`src/rtl/player_pkg.sv`:
```
// Shared types and fixed-point helpers for the player position controller.
// Positions are unsigned fixed point: 11 integer bits . 7 fraction bits.
package player_pkg;

  localparam int unsigned POS_W = 18;
  localparam int unsigned FRAC  = 7;

  typedef enum logic [1:0] {
    IDLE  = 2'd0,
    CALC  = 2'd1,
    PROBE = 2'd2,
    DONE  = 2'd3
  } state_t;

  // Hitbox corner index: bit 0 selects the right edge, bit 1 the bottom edge.
  typedef logic [1:0] corner_t;

  typedef logic [POS_W-1:0] fx_t;

  // Saturating add: clamps at the all-ones position instead of wrapping.
  function automatic fx_t clamp_add(input fx_t a, input fx_t b);
    logic [POS_W:0] sum;
    sum = {1'b0, a} + {1'b0, b};
    return sum[POS_W] ? '1 : sum[POS_W-1:0];
  endfunction

  // Saturating subtract: clamps at zero instead of wrapping.
  function automatic fx_t clamp_sub(input fx_t a, input fx_t b);
    return (a < b) ? '0 : (a - b);
  endfunction

endpackage

```
`src/rtl/player_corner_gen.sv`:
```
// Hitbox corner generator: maps a candidate integer position and a corner
// index to the pixel probed in the map. Offsets wrap at the integer width.
module player_corner_gen
  import player_pkg::*;
#(
  parameter int unsigned INT_W = 11,
  parameter int unsigned SIZE  = 20
) (
  input  logic [INT_W-1:0] cand_x,
  input  logic [INT_W-1:0] cand_y,
  input  corner_t          k,
  output logic [INT_W-1:0] probe_x,
  output logic [INT_W-1:0] probe_y
);

  localparam logic [INT_W-1:0] EDGE = INT_W'(SIZE - 1);

  // Corner k: bit 0 pushes X to the far edge, bit 1 pushes Y to the far edge.
  always_comb begin
    probe_x = cand_x;
    probe_y = cand_y;
    if (k[0]) probe_x = cand_x + EDGE;
    if (k[1]) probe_y = cand_y + EDGE;
  end

endmodule

```
`src/rtl/player_mover.sv`:
```
// Player position controller. On each accepted tick it builds a candidate
// position, probes the four hitbox corners through the shared wall lookup
// one per cycle, and commits the move only if every corner is clear.
// Build option: define PLAYER_DIAG_EN to allow both axes to move in one tick;
// otherwise a single axis moves with priority up > down > left > right.
module player_mover #(
  parameter int unsigned      POS_W = 18,
  parameter int unsigned      FRAC  = 7,
  parameter logic [POS_W-1:0] STEP  = 18'd128,
  parameter int unsigned      SIZE  = 20
) (
  input  logic                  clk,
  input  logic                  reset,
  input  logic [POS_W-1:0]      start_x,
  input  logic [POS_W-1:0]      start_y,
  input  logic                  tick,
  input  logic                  dir_up,
  input  logic                  dir_down,
  input  logic                  dir_left,
  input  logic                  dir_right,
  output logic [POS_W-FRAC-1:0] probe_x,
  output logic [POS_W-FRAC-1:0] probe_y,
  input  logic                  wall,
  output logic [POS_W-FRAC-1:0] pos_x,
  output logic [POS_W-FRAC-1:0] pos_y,
  output logic                  busy,
  output logic                  bump,
  output logic [15:0]           move_count
);

  import player_pkg::*;

  localparam int unsigned INT_W = POS_W - FRAC;

  state_t               state, state_nx;
  logic [POS_W-1:0]     pos_fx_x, pos_fx_y;
  logic [POS_W-1:0]     cand_fx_x, cand_fx_y;
  logic [POS_W-1:0]     cand_nx_x, cand_nx_y;
  corner_t              k;
  logic                 blocked;
  // Requested motion, packed as {up, down, left, right}.
  logic [3:0]           req, req_q;
  logic [INT_W-1:0]     corner_x, corner_y;

  // Resolve the button levels into the motion requested for this tick.
  always_comb begin
    logic net_up, net_down, net_left, net_right;
    net_up    = dir_up    & ~dir_down;
    net_down  = dir_down  & ~dir_up;
    net_left  = dir_left  & ~dir_right;
    net_right = dir_right & ~dir_left;
    req = '0;
`ifdef PLAYER_DIAG_EN
    req = {net_up, net_down, net_left, net_right};
`else
    if (net_up)         req = 4'b1000;
    else if (net_down)  req = 4'b0100;
    else if (net_left)  req = 4'b0010;
    else if (net_right) req = 4'b0001;
`endif
  end

  // Candidate position from the latched request, clamped at both ends.
  always_comb begin
    cand_nx_x = pos_fx_x;
    cand_nx_y = pos_fx_y;
    if (req_q[3])      cand_nx_y = clamp_sub(pos_fx_y, STEP);
    else if (req_q[2]) cand_nx_y = clamp_add(pos_fx_y, STEP);
    if (req_q[1])      cand_nx_x = clamp_sub(pos_fx_x, STEP);
    else if (req_q[0]) cand_nx_x = clamp_add(pos_fx_x, STEP);
  end

  player_corner_gen #(
    .INT_W (INT_W),
    .SIZE  (SIZE)
  ) u_corner (
    .cand_x  (cand_fx_x[POS_W-1:FRAC]),
    .cand_y  (cand_fx_y[POS_W-1:FRAC]),
    .k       (k),
    .probe_x (corner_x),
    .probe_y (corner_y)
  );

  // FSM state register.
  always_ff @(posedge clk) begin
    if (reset) state <= IDLE;
    else       state <= state_nx;
  end

  // Next-state logic and status outputs.
  always_comb begin
    state_nx = state;
    busy     = (state != IDLE);
    bump     = 1'b0;
    case (state)
      IDLE:  if (tick && (req != '0)) state_nx = CALC;
      CALC:  state_nx = PROBE;
      PROBE: if (wall || (k == 2'd3)) state_nx = DONE;
      DONE: begin
        bump     = blocked;
        state_nx = IDLE;
      end
      default: state_nx = IDLE;
    endcase
  end

  // Datapath: latch request, hold candidate, step corners, commit on DONE.
  always_ff @(posedge clk) begin
    if (reset) begin
      pos_fx_x   <= start_x;
      pos_fx_y   <= start_y;
      cand_fx_x  <= start_x;
      cand_fx_y  <= start_y;
      req_q      <= '0;
      k          <= '0;
      blocked    <= 1'b0;
      move_count <= '0;
    end else begin
      case (state)
        IDLE: if (tick && (req != '0)) req_q <= req;
        CALC: begin
          cand_fx_x <= cand_nx_x;
          cand_fx_y <= cand_nx_y;
          k         <= '0;
          blocked   <= 1'b0;
        end
        PROBE: begin
          if (wall)           blocked <= 1'b1;
          else if (k != 2'd3) k       <= k + 2'd1;
        end
        DONE: begin
          if (!blocked) begin
            pos_fx_x <= cand_fx_x;
            pos_fx_y <= cand_fx_y;
            if (move_count != '1) move_count <= move_count + 16'd1;
          end
        end
        default: ;
      endcase
    end
  end

  // Probe shows the active corner while probing, else tracks the player.
  always_comb begin
    probe_x = pos_fx_x[POS_W-1:FRAC];
    probe_y = pos_fx_y[POS_W-1:FRAC];
    if (state == PROBE) begin
      probe_x = corner_x;
      probe_y = corner_y;
    end
  end

  assign pos_x = pos_fx_x[POS_W-1:FRAC];
  assign pos_y = pos_fx_y[POS_W-1:FRAC];

endmodule
```
`config.mk`:
```
export PLATFORM = sky130hd
export DESIGN_NAME = player_mover
export DESIGN_NICKNAME = d
export VERILOG_FILES = /design/src/rtl/player_pkg.sv /design/src/rtl/player_corner_gen.sv /design/src/rtl/player_mover.sv
export SDC_FILE = /design/constraint.sdc
export NUM_CORES = 1
export LEC_CHECK = 0
export CORE_AREA = 10 10 110 112
export DETAILED_ROUTE_END_ITERATION = 7
export DIE_AREA = 0 0 120 122
export PLACE_DENSITY = 0.91
export SLEW_MARGIN = 20
export SYNTH_ARGS = -nofsm -noshare
export SYNTH_HDL_FRONTEND = slang
export SYNTH_SLANG_ARGS = --single-unit
```
`constraint.sdc`:
```
create_clock -name clk -period 2.77 [get_ports clk]
set_clock_uncertainty 0.1 [all_clocks]
set_input_delay 0.554 -clock clk [delete_from_list [all_inputs] [get_ports clk]]
set_output_delay 0.554 -clock clk [all_outputs]
set_load 0.02 [all_outputs]
```
* After elaboration in Yosys (flattened, before gate mapping)
Cells that the tools add are included.
** Word-level totals
- Flip-flop bits (word level) :: 97
- Output and inout bits :: 62
- Bits of input ports :: 44
- Logic and storage cells :: 89
** Operators by class
- Multiplexer cells :: 35
- Reductions and logical operators :: 14
- $add $sub $neg :: 8
- Magnitude comparators :: 2
- Equal/unequal tests :: 12
- Bitwise operators :: 9
** Operator list (count)
- 18-bit two-way mux :: 18
- 11-bit two-way mux :: 4
- 18-bit by 8-bit adder with 19-bit output (second input constant) :: 2
- 18-bit by 8-bit < comparator with 1-bit output (second input constant) :: 2
- 18-bit by 8-bit subtractor with 18-bit output (second input constant) :: 2
- 11-bit by 5-bit adder with 11-bit output (second input constant) :: 2
- 16-bit by 1-bit adder with 16-bit output (second input constant) :: 1
- 16-bit inequality test (second input constant) :: 1
- 2-bit inequality test (second input constant) :: 7
- 2-bit two-way mux :: 5
- 2-bit one-hot mux with 4 select lines :: 1
- 2-bit AND reduction :: 4
- 2-bit nonzero test :: 4
- 2-bit equality test (second input constant) :: 3
- 3-bit AND reduction :: 2
- 1-bit NOT :: 5
- 1-bit bitwise AND :: 4
- 4-bit two-way mux :: 1
- 2-bit one-hot mux with 2 select lines :: 1
- 4-bit nonzero test :: 1
- 1-bit two-way mux :: 3
- 3-bit two-way mux :: 1
- 2-bit by 1-bit adder with 2-bit output (second input constant) :: 1
- 2-bit by 1-bit equality test with 1-bit output (second input constant) :: 1
- other kinds (4) :: 4

* Depth between registers and ports, before layout
Gate-level depths: netlist of the first run.
- Depth after elaboration :: 10
- Gate-level depth with buffers :: 7
- Gate-level depth less buffers :: 6

* Hierarchy
A second synthesis of the first run with hierarchy kept.
** Unflattened totals
- Cells, all modules :: 565
- Area total of the unflattened synthesis :: 5079.9 um^2
** By module, submodules not included
- player_mover :: cells each 503, sequential area each 1821.7 um^2, area each 4642.0 um^2, times used 1
- player_corner_gen :: cells each 62, sequential area each 0.0 um^2, area each 437.9 um^2, times used 1

* Worst setup path before layout of the first run
No wires, ideal clock.
- Path type :: reg2out
- Start point :: register cand_fx_x[7]
- End point :: output port probe_x[8]
- Stages on the path, launching flop included :: 7
- Slack :: 0.315 ns
- Path buffers :: 0
- Data required time :: 2.116 ns
- Arrival time :: 1.801 ns
- Cells stage by stage :: edfxtp_1 > inv_1 > ha_1 > nand3b_1 > a2111oi_0 > xnor2_1 > a21oi_1
** On the way
- Longest elaborated chain between the ends :: 3
** Ends and longest elaborated chain
- from (decl) :: RTL line player_mover.sv:37 : logic [POS_W-1:0] cand_fx_x, cand_fx_y;
- from (signal assigned) :: RTL line player_mover.sv:112 : cand_fx_x <= start_x;
- from (signal assigned) :: RTL line player_mover.sv:122 : cand_fx_x <= cand_nx_x;
- 11-bit by 5-bit adder with 11-bit output :: RTL line player_corner_gen.sv:22 : if (k[0]) probe_x = cand_x + EDGE;
- 11-bit two-way mux :: RTL line player_corner_gen.sv:22
- 11-bit two-way mux :: RTL line player_mover.sv:147 : if (state == PROBE) begin
- to (decl) :: RTL line player_mover.sv:21 : output logic [POS_W-FRAC-1:0] probe_x,
Every way passes these cells.

* Final worst setup path of the first run
- Start point :: register cand_fx_y[7]
- End point :: output port probe_y[8]
** On the way
- Longest elaborated chain between the ends :: 3
** Ends and longest elaborated chain
- from (decl) :: RTL line player_mover.sv:37
- from (signal assigned) :: RTL line player_mover.sv:113 : cand_fx_y <= start_y;
- from (signal assigned) :: RTL line player_mover.sv:123 : cand_fx_y <= cand_nx_y;
- 11-bit by 5-bit adder with 11-bit output :: RTL line player_corner_gen.sv:23 : if (k[1]) probe_y = cand_y + EDGE;
- 11-bit two-way mux :: RTL line player_corner_gen.sv:23
- 11-bit two-way mux :: RTL line player_mover.sv:147
- to (decl) :: RTL line player_mover.sv:22 : output logic [POS_W-FRAC-1:0] probe_y,
Every way passes these cells.

==> results of run 1 <==
-- worst register-to-register path: stages, from the launching register on --
cell      delay (ns)
edfxtp_1        0.59
ha_1            0.28
nand2_1         0.12
or4_1           0.52
mux2_2          0.30
a221o_1         0.33
-- final cells by class --
| class | instances | area (um^2) |
|---|---|---|
| Clock buffer | 12 | 145 |
| Clock inverter | 4 | 23.8 |
| Fill cell | 814 | 3550 |
| Inverter | 38 | 143 |
| Multi-Input combinational cell | 450 | 3010 |
| Sequential cell | 69 | 1820 |
| Tap cell | 136 | 170 |
| Timing Repair Buffer | 130 | 1180 |
-- per-layer routing --
metal,vias to the layer above,global-route usage (%),routed length [um]
met5,-,0,0
met3,38,5.04,1410
met1,2402,24.9,6330
met2,284,35.8,7680
met4,0,9.50,393
li1,2437,-,-
-- Yosys cell counts, drive strengths merged, types with 13 or more instances --
cell type,count
edfxtp,44
nor2,44
clkbuf,31
nand2,45
inv,37
dfxtp,25
a21oi,44
nor3,16
o21ai,43
xnor2,27
nor2b,13
nand4,16
o211ai,16
ha,14
mux2,14
nand3,13
-- cell families after synthesis --
group | count (synthesis)
and+or+nand+nor | 214
AOI/OAI and AO/OA | 170
buffers and inverters | 79
DFF | 69
xor gates and xnor gates | 30
muxes | 22
adders and majority gates | 14
-- metrics by stage --
stage	hold slack (ns)	total power, uW	setup TNS (ns)
2_1_floorplan	0.413	2470	0
3_3_place_gp	0.388	3170	-0.416
3_5_place_dp	0.405	3240	-0.827
4_1_cts	0.396	3920	-0.208
5_1_grt	0.411	4200	-0.404
6_report	0.413	3980	-0.0549
-- where the power goes --
| group | internal, uW | total, uW | leakage, uW | switching [uW] |
|---|---|---|---|---|
| clock network | 346 | 734 | 0.0000800 | 388 |
| logic | 738 | 1740 | 0.00169 | 1000 |
| registers | 1300 | 1500 | 0.000642 | 206 |
-- flip-flops by register name, summed over array words and instances, names as in the netlist, 2 cells and up --
name and flops:
cand_fx_y 11, k 2, cand_fx_x 11, pos_fx_x 11, pos_fx_y 11, state 2
move_count 16, req_q 4
-- final timing paths --
path	startpoint	endpoint	slack [ns]	cells past startpoint
worst max-delay path	cand_fx_y[7]	probe_y[8]	-0.02	8
worst min-delay path	reset	k[0]	0.41	2
worst max register to register	pos_fx_x[7]	cand_fx_x[17]	0.28	5
worst min register to register	move_count[13]	move_count[13]	0.43	2
-- timing repair --
item	4_1_cts	5_1_grt
pin swaps	4	7
endpoints found under the setup margin	15	18
resized for setup	44	37
setup buffers	1	3
==> results.json, run 1 <==
{
  "status": "finished with violations",
  "failed_checks": "negative setup slack",
  "cts_root_buf": "clkbuf_8",
  "synth-compound-area-share_pct": 21.7,
  "final_common_cell": "clkdlybuf4s50_1",
  "hold_class": "in -> reg",
  "post-route-min-period_ns": 2.79,
  "final_area_um2": 6490,
  "end_kind": "output port",
  "cp_top_family": "compound AO/OA/AOI/OAI gates",
  "die_x_um": 120,
  "avgSynthCellArea_um2": 8.48,
  "synth_edf_count": 44,
  "grt_pass1_vias": 5095,
  "peakVddDrop_mv": 0.291,
  "antennaDiodeCount": 0,
  "fin_nets": 756,
  "yosys.area.top_type": "edfxtp_1",
  "grt_antenna_before_repair": 0,
  "tritoncts": "yes",
  "dr.pass1.iters": 5,
  "synthTopCellsByArea": "edfxtp_1 26%, dfxtp_1 9.9%, xnor2_1 4.7%",
  "ys_seq_area_share_pct": 35.9,
  "post_dp_cell_area_um2": 6240,
  "hold_viol": 0,
  "crit_slowest_cell": "a2111oi_2",
  "io_pins": 106,
  "wl_per_cell_um": 18.8,
  "dieArea_um2": 14600,
  "worstPathCellList": "inv_2 -> ha_4 -> nand3b_1 -> a2111oi_2 -> buf_4 -> xnor2_1 -> a21oi_1 -> buf_4",
  "worst_slack_ns": -0.0217,
  "viasPerCell": 6.15,
  "start_util_pct": 50.5,
  "detail-route-antenna-nets": 0,
  "syn_to_final_growth_pct": 28.1,
  "fin_util_pct": 64.7,
  "syn_area_um2": 5070,
  "slew_headroom_pct": 56.4,
  "synth_cell_type_count": 61,
  "synth-adder-area-share_pct": 3.46,
  "cts.sinks": 69,
  "overflow": 0,
  "cts_buffers": 9,
  "power.leakage_uw": 0.00241,
  "ys.flop_type": "edfxtp_1",
  "synth_xor_area_share_pct": 5.18,
  "ys_ff_latch": 69,
  "finalMaxSlewViolations": 0,
  "cts.htree.levels": 3,
  "crit_type": "reg -> out",
  "syn_inst": 598,
  "setup_viol": 3,
  "synth_top_family_by_area": "simple AND/OR/NAND/NOR gates",
  "arrival_ns": 2.14,
  "coreArea_um2": 10000,
  "cts_hold_buf": 0,
  "port-buffer-count": 91,
  "p_per_area_nw_per_um2": 613,
  "timing.fmax_mhz": 358,
  "dieHeight_um": 122,
  "rsz0062_at_grt": "yes",
  "layout-drive-gt1-share_pct": 14.8,
  "grt_start_max_net_pins": 51,
  "drcViolationCount": 0,
  "synthDominantCellAreaShare_pct": 26.1,
  "drt_iter0_drc": 471,
  "vias": 5161,
  "drv_cap": 0,
  "dp_hpwl_mm": 11.6,
  "grtUsageTotal_pct": 21.1,
  "worstMarginPinSlew_ns": 0.648,
  "core.rowCount": 37,
  "final_cell_mix": "68 x clkdlybuf4s50_1, 45 x nand2_1, 44 x nor2_1, 44 x edfxtp_1, 43 x a21oi_1",
  "cp_slowest_stage_delay_ns": 0.41,
  "wl_mm": 15.8,
  "async_reset_ff_share_pct": 0,
  "pre_cts_ws_ns": -0.293,
  "fin_crit_sh_pct": 101,
  "insertion_delay_ns": 0.35,
  "synthSimpleGateAreaFrac_pct": 22.7,
  "grt_pass1_wl_mm": 25.5,
  "critPathLaunchType": "register",
  "clockBufferDepth": 2,
  "yosys-mux-area-fraction_pct": 4.69,
  "syn-num-nets": 656,
  "place.gp.congestion": 1.02,
  "final_cells": 839,
  "yosys_warnings": 0,
  "placed_cells_incl_taps": 819,
  "clk_pin_slew_ns": 0.07,
  "crit_buf_inv": 3,
  "worst-endpoint-required_ns": 2.12,
  "crit_path_max_fanout": 3,
  "path_common_cell": "buf_4"
}
Power figures use the tool's default switching activity.
==> run 2, diff against run 1 <==
--- a/config.mk
+++ b/config.mk
@@ -5,10 +5,11 @@
 export SDC_FILE = /design/constraint.sdc
 export NUM_CORES = 1
 export LEC_CHECK = 0
-export CORE_AREA = 10 10 110 112
+export CORE_AREA = 10 10 115 117
 export DETAILED_ROUTE_END_ITERATION = 7
-export DIE_AREA = 0 0 120 122
-export PLACE_DENSITY = 0.91
+export DIE_AREA = 0 0 125 127
+export PLACE_DENSITY = 0.88
+export SKIP_CTS_REPAIR_TIMING = 1
 export SLEW_MARGIN = 20
 export SYNTH_ARGS = -nofsm -noshare
 export SYNTH_HDL_FRONTEND = slang
==> constraint.sdc (replaced) <==
create_clock -name clk -period 2.3 [get_ports clk]
set_clock_uncertainty 0.1 [all_clocks]
set_input_delay 0.23 -clock clk [delete_from_list [all_inputs] [get_ports clk]]
set_output_delay 0.23 -clock clk [all_outputs]
set_load 0.02 [all_outputs]
==> run 2 against run 1 <==
Effect of this change: the run still ends with negative setup slack left; count of clock-buffer cells in the layout unchanged; die area grew 8.4%; first-iteration DRC count is 10% higher; core utilization is 2.3 points lower; total power increased by 38%; cell count grew 4.3%; critical path type unchanged; highest routed layer unchanged.
==> results.json, run 2 (synthesized netlist as in run 1, its figures left out) <==
{
  "final_cell_mix": "70 x buf_4, 68 x clkdlybuf4s50_1, 45 x nand2_1",
  "timing.rr.end": "cand_fx_x[17]",
  "failed_checks": "negative setup slack",
  "syn_to_final_growth_pct": 36.8,
  "place.gp.congestion": 0.907,
  "final_common_cell": "buf_4",
  "clockBufferDepth": 2,
  "worst_slack_ns": -0.329,
  "r2r_slack_ns": 0.05,
  "port-buffer-count": 91,
  "slew_headroom_pct": 59.6,
  "drv_cap": 0,
  "worstMarginPinSlew_ns": 0.605,
  "max_flop_register": "move_count",
  "io_pins": 106,
  "r2r_start": "pos_fx_x[7]",
  "coreArea_um2": 11100,
  "min_path_cells": 2,
  "arrival_ns": 2.30,
  "clk_pin_slew_ns": 0.05,
  "tritoncts": "yes",
  "fillers": 942,
  "swShare_pct": 37.5,
  "power.leakage_uw": 0.00266,
  "viasPerCell": 6.11,
  "hold_class": "in -> reg",
  "post_dp_cell_area_um2": 6470,
  "grt_start_max_net_pins": 57,
  "insertion_delay_ns": 0.33,
  "fin_crit_sh_pct": 114,
  "placed_cells_incl_taps": 851,
  "overflow": 0,
  "drt_iter0_drc": 518,
  "drcViolationCount": 0,
  "final_cells": 875,
  "rsz0062_at_grt": "yes",
  "core.rowCount": 39,
  "end_kind": "output port",
  "multi_input_area_um2": 3070,
  "grt_pass1_vias": 5173,
  "vias": 5345,
  "wl_mm": 17.1,
  "cts.sinks": 69,
  "grtUsageTotal_pct": 19.9,
  "die_x_um": 125,
  "setup_viol": 4,
  "crit_type": "reg -> out",
  "dieHeight_um": 127,
  "p_int_uw": 3440,
  "cts_buffers": 9,
  "antennaDiodeCount": 0,
  "layout-drive-gt1-share_pct": 19.9,
  "largest_reg_flops": 16,
  "status": "finished with violations",
  "grt_pass1_wl_mm": 26.8,
  "fin_util_pct": 62.3,
  "wl_per_cell_um": 19.5,
  "cts.htree.levels": 3,
  "detail-route-antenna-nets": 0,
  "post-route-min-period_ns": 2.63,
  "p_per_area_nw_per_um2": 792,
  "switching_power_uw": 2060,
  "crit_end": "probe_x[8]",
  "fin_nets": 785,
  "cts_root_buf": "clkbuf_16",
  "hp-start": "reset",
  "reg2reg_depth": 6,
  "grt_antenna_before_repair": 0,
  "critPathLaunchType": "register",
  "p_comb_share_pct": 42.6,
  "finalMaxSlewViolations": 0,
  "start_util_pct": 45.6,
  "worst-endpoint-required_ns": 1.97,
  "peakVddDrop_mv": 0.387,
  "crit_path_max_fanout": 4,
  "dp_hpwl_mm": 12.4,
  "pwr-share-clk_pct": 25.2,
  "dieArea_um2": 15900,
  "dr.pass1.iters": 7,
  "pwr-share-seq_pct": 32.2,
  "crit_start": "cand_fx_x[8]",
  "final_area_um2": 6940,
  "hold_viol": 0,
  "regArea_um2": 1820,
  "timing.fmax_mhz": 380
}
[run 2: power by group through the flow]
stage	logic (uW)	registers, uW	clock network [uW]
after global routing	2520	1790	1450
after global placement	2190	1760	0
after detailed placement	2250	1770	0
after floorplan	1190	1800	0
after CTS	2270	1750	1400
final	2340	1770	1390
[run 2: stage by stage]
step	setup TNS (ns)	hold WS, ns	total power [uW]	setup slack, ns
after floorplan	0	0.296	2990	0.00575
after global placement	-1.23	0.390	3940	-0.319
after detailed placement	-1.66	0.410	4030	-0.406
after CTS	-7.02	0.199	5420	-0.769
after global routing	-1.20	0.226	5760	-0.411
final	-0.743	0.208	5490	-0.329
[run 2: metal layers]
metal	wire length [um]	global-route usage (%)
met3	1520	5.21
met5	0	0
met1	6780	23.2
met2	8300	34.5
met4	469	7.38
[run 2: cell type report]
cell class | instances | area share, %
Multi-Input combinational cell | 450 | 44.2
Sequential cell | 69 | 26.3
Timing Repair Buffer | 159 | 20.6
Clock buffer | 12 | 3.55
Tap cell | 143 | 2.58
Inverter | 38 | 2.09
Clock inverter | 4 | 0.686
[run 2: critical path, cell delays in order, from the launching register on]
cell and delay [ns]:
edfxtp_1 0.37, inv_2 0.07, ha_4 0.16, nand3b_1 0.26, a2111oi_2 0.44, buf_4 0.20, xnor2_1 0.09, a21oi_1 0.19
clkbuf_2 0.20
[run 2: worst min-delay path by stage]
stage,slack [ns],end
global placement,0.39,move_count[1]
floorplan,0.30,blocked
CTS,0.20,req_q[0]
finish,0.21,req_q[0]
detailed placement,0.41,move_count[1]
global route,0.23,req_q[0]
==> run 3, diff against run 2 <==
--- a/config.mk
+++ b/config.mk
@@ -5,10 +5,11 @@
 export SDC_FILE = /design/constraint.sdc
 export NUM_CORES = 1
 export LEC_CHECK = 0
-export CORE_AREA = 10 10 115 117
+export ABC_AREA = 1
+export CORE_AREA = 10 10 116 118
 export DETAILED_ROUTE_END_ITERATION = 7
-export DIE_AREA = 0 0 125 127
-export PLACE_DENSITY = 0.88
+export DIE_AREA = 0 0 126 128
+export PLACE_DENSITY = 0.87
 export SKIP_CTS_REPAIR_TIMING = 1
 export SLEW_MARGIN = 20
 export SYNTH_ARGS = -nofsm -noshare
==> run 3 against run 2 <==
Effect of this change: the flow now finishes without violations; setup slack improved by 0.42 ns; maximum frequency increased by 19%; critical path depth increased by 3; flip-flop and latch count unchanged; critical endpoint is now probe_y[10]; clock power about the same; via count about the same.
==> results.json, run 3 <==
{
  "grt_antenna_before_repair": 0,
  "m1WireLength_mm": 6.19,
  "dr.pass1.iters": 5,
  "fin_crit_sh_pct": 96.2,
  "wl_mm": 15.2,
  "core.rowCount": 39,
  "drcViolationCount": 0,
  "synth_edf_count": 44,
  "ys_ff_latch": 69,
  "timing.fmax_mhz": 452,
  "final_area_um2": 6620,
  "fillers": 990,
  "peakVddDrop_mv": 0.512,
  "critPathLaunchType": "register",
  "coreArea_um2": 11200,
  "largest_reg_flops": 16,
  "ys.flop_type": "edfxtp_1",
  "crit_path_max_fanout": 3,
  "setup_viol": 0,
  "place.gp.congestion": 0.931,
  "finalMaxSlewViolations": 0,
  "vias": 5342,
  "netlist_top_cells_count": "255 x nand2_1, 76 x inv_1, 67 x o21ai_0",
  "grtUsageTotal_pct": 18.0,
  "grt_pass1_wl_mm": 24.3,
  "post-route-min-period_ns": 2.21,
  "wl_per_cell_um": 15.3,
  "die_x_um": 126,
  "avgSynthCellArea_um2": 6.88,
  "cts_root_buf": "clkbuf_16",
  "cts.htree.levels": 3,
  "placed_cells_incl_taps": 975,
  "io_pins": 106,
  "wl_met3_mm": 1.50,
  "clockBufferDepth": 2,
  "cts_buffers": 9,
  "ys_seq_area_share_pct": 35.7,
  "drt_iter0_drc": 462,
  "hp-start": "reset",
  "synthDominantCellAreaShare_pct": 25.9,
  "post_dp_cell_area_um2": 6270,
  "dr_wl_met2_mm": 7.30,
  "worstMarginPinSlew_ns": 0.541,
  "p_per_area_nw_per_um2": 829,
  "crit_type": "reg -> out",
  "worst-endpoint-required_ns": 1.97,
  "crit_start": "cand_fx_y[7]",
  "syn-num-nets": 801,
  "detail-route-antenna-nets": 0,
  "yosys_warnings": 0,
  "insertion_delay_ns": 0.33,
  "fin_util_pct": 59.0,
  "rsz0062_at_grt": "yes",
  "cts.sinks": 69,
  "dieHeight_um": 128,
  "antennaDiodeCount": 0,
  "syn_inst": 743,
  "dieArea_um2": 16100,
  "top_layer_used": "met4",
  "final_common_cell": "nand2_1",
  "fin_nets": 903,
  "hold_class": "in -> reg",
  "tritoncts": "yes",
  "final_cells": 993,
  "hold_viol": 0,
  "synthTopCellsByArea": "edfxtp_1 26%, nand2_1 19%, dfxtp_1 9.8%",
  "drv_cap": 0,
  "yosys.area.top_type": "edfxtp_1",
  "synth_cell_type_count": 36,
  "max_flop_register": "move_count",
  "power.leakage_uw": 0.00302,
  "status": "complete, no violations",
  "arrival_ns": 1.88,
  "final_cell_mix": "250 x nand2_1, 74 x inv_1, 68 x clkdlybuf4s50_1",
  "start_util_pct": 45.5,
  "syn_area_um2": 5110,
  "r2r_start": "pos_fx_x[9]",
  "port-buffer-count": 91,
  "grt_pass1_vias": 5033,
  "grt_start_max_net_pins": 50,
  "multi_input_area_um2": 2880,
  "syn_to_final_growth_pct": 29.6,
  "dp_hpwl_mm": 11.2,
  "overflow": 0,
  "slew_headroom_pct": 64.0,
  "regArea_um2": 1820,
  "layout-drive-gt1-share_pct": 10.8,
  "clk_pin_slew_ns": 0.06,
  "async_reset_ff_share_pct": 0,
  "viasPerCell": 5.38,
  "end_kind": "output port",
  "synth_most_common_cell": "nand2_1"
}
run 3: cell count changes in the layout (fill, tap and decap cells not counted), moves of 13 or more:
cell / change
nand2_1: +205
inv_1: +43
buf_4: -46
xnor2_1: -19
nand3_1: +35
o21ai_0: +20
mux2_2: -14
xor2_1: +26
nor2b_1: -13
o211ai_1: -14
run 3: worst paths after layout:
check                           depth (start not counted)  slack [ns]        endpoint
worst max register to register                          8        0.34    cand_fx_x[9]
worst max-delay path                                   11        0.09     probe_y[10]
worst min register to register                          2        0.41        state[1]
worst min-delay path                                    4        0.26  move_count[11]
run 3: layer usage:
layer | track usage (%) | vias up
li1 | - | 2627
met1 | 21.6 | 2454
met2 | 30.0 | 237
met3 | 6.53 | 24
met4 | 4.29 | 0
met5 | 0 | -
run 3: cell families after synthesis:
kind of cell / share of synthesized area [%]
and+or+nand+nor: 34.1
AOI/OAI and AO/OA: 12.0
buffers and inverters: 8.67
DFF: 35.7
xor gates and xnor gates: 6.17
adders and majority gates: 3.43
run 3: critical path, cell delays in order (launching register included):
cell and delay (ns):
edfxtp_1 0.37, inv_2 0.07, ha_2 0.19, inv_2 0.06, nand3_2 0.08, nand2_2 0.11
nand4_1 0.10, nor2_1 0.15, xor2_1 0.15, nand2_1 0.06, nand2_1 0.08, buf_6 0.12
run 3: cell type report:
| class | instances | area share, % |
|---|---|---|
| inverters | 81 | 4.59 |
| clock inverters | 7 | 1.00 |
| flip-flops and latches | 69 | 27.5 |
| clock buffers | 9 | 3.40 |
| multi-input cells | 566 | 43.5 |
| well taps | 143 | 2.70 |
| repair buffers | 118 | 17.3 |
run 3: power breakdown:
part | switching, uW | internal, uW
logic | 1380 | 898
clock network | 526 | 831
registers | 259 | 1600
run 3: stage by stage:
| step | power [uW] | worst slack, ns | hold slack [ns] | TNS [ns] |
|---|---|---|---|---|
| global route | 5820 | -0.160 | 0.309 | -0.297 |
| floorplan | 3140 | 0.213 | 0.312 | 0 |
| finish | 5490 | 0.0880 | 0.265 | 0 |
| CTS | 5500 | -0.419 | 0.264 | -5.53 |
| detailed placement | 4130 | -0.0545 | 0.407 | -0.0545 |
| global placement | 4070 | 0.0359 | 0.389 | 0 |
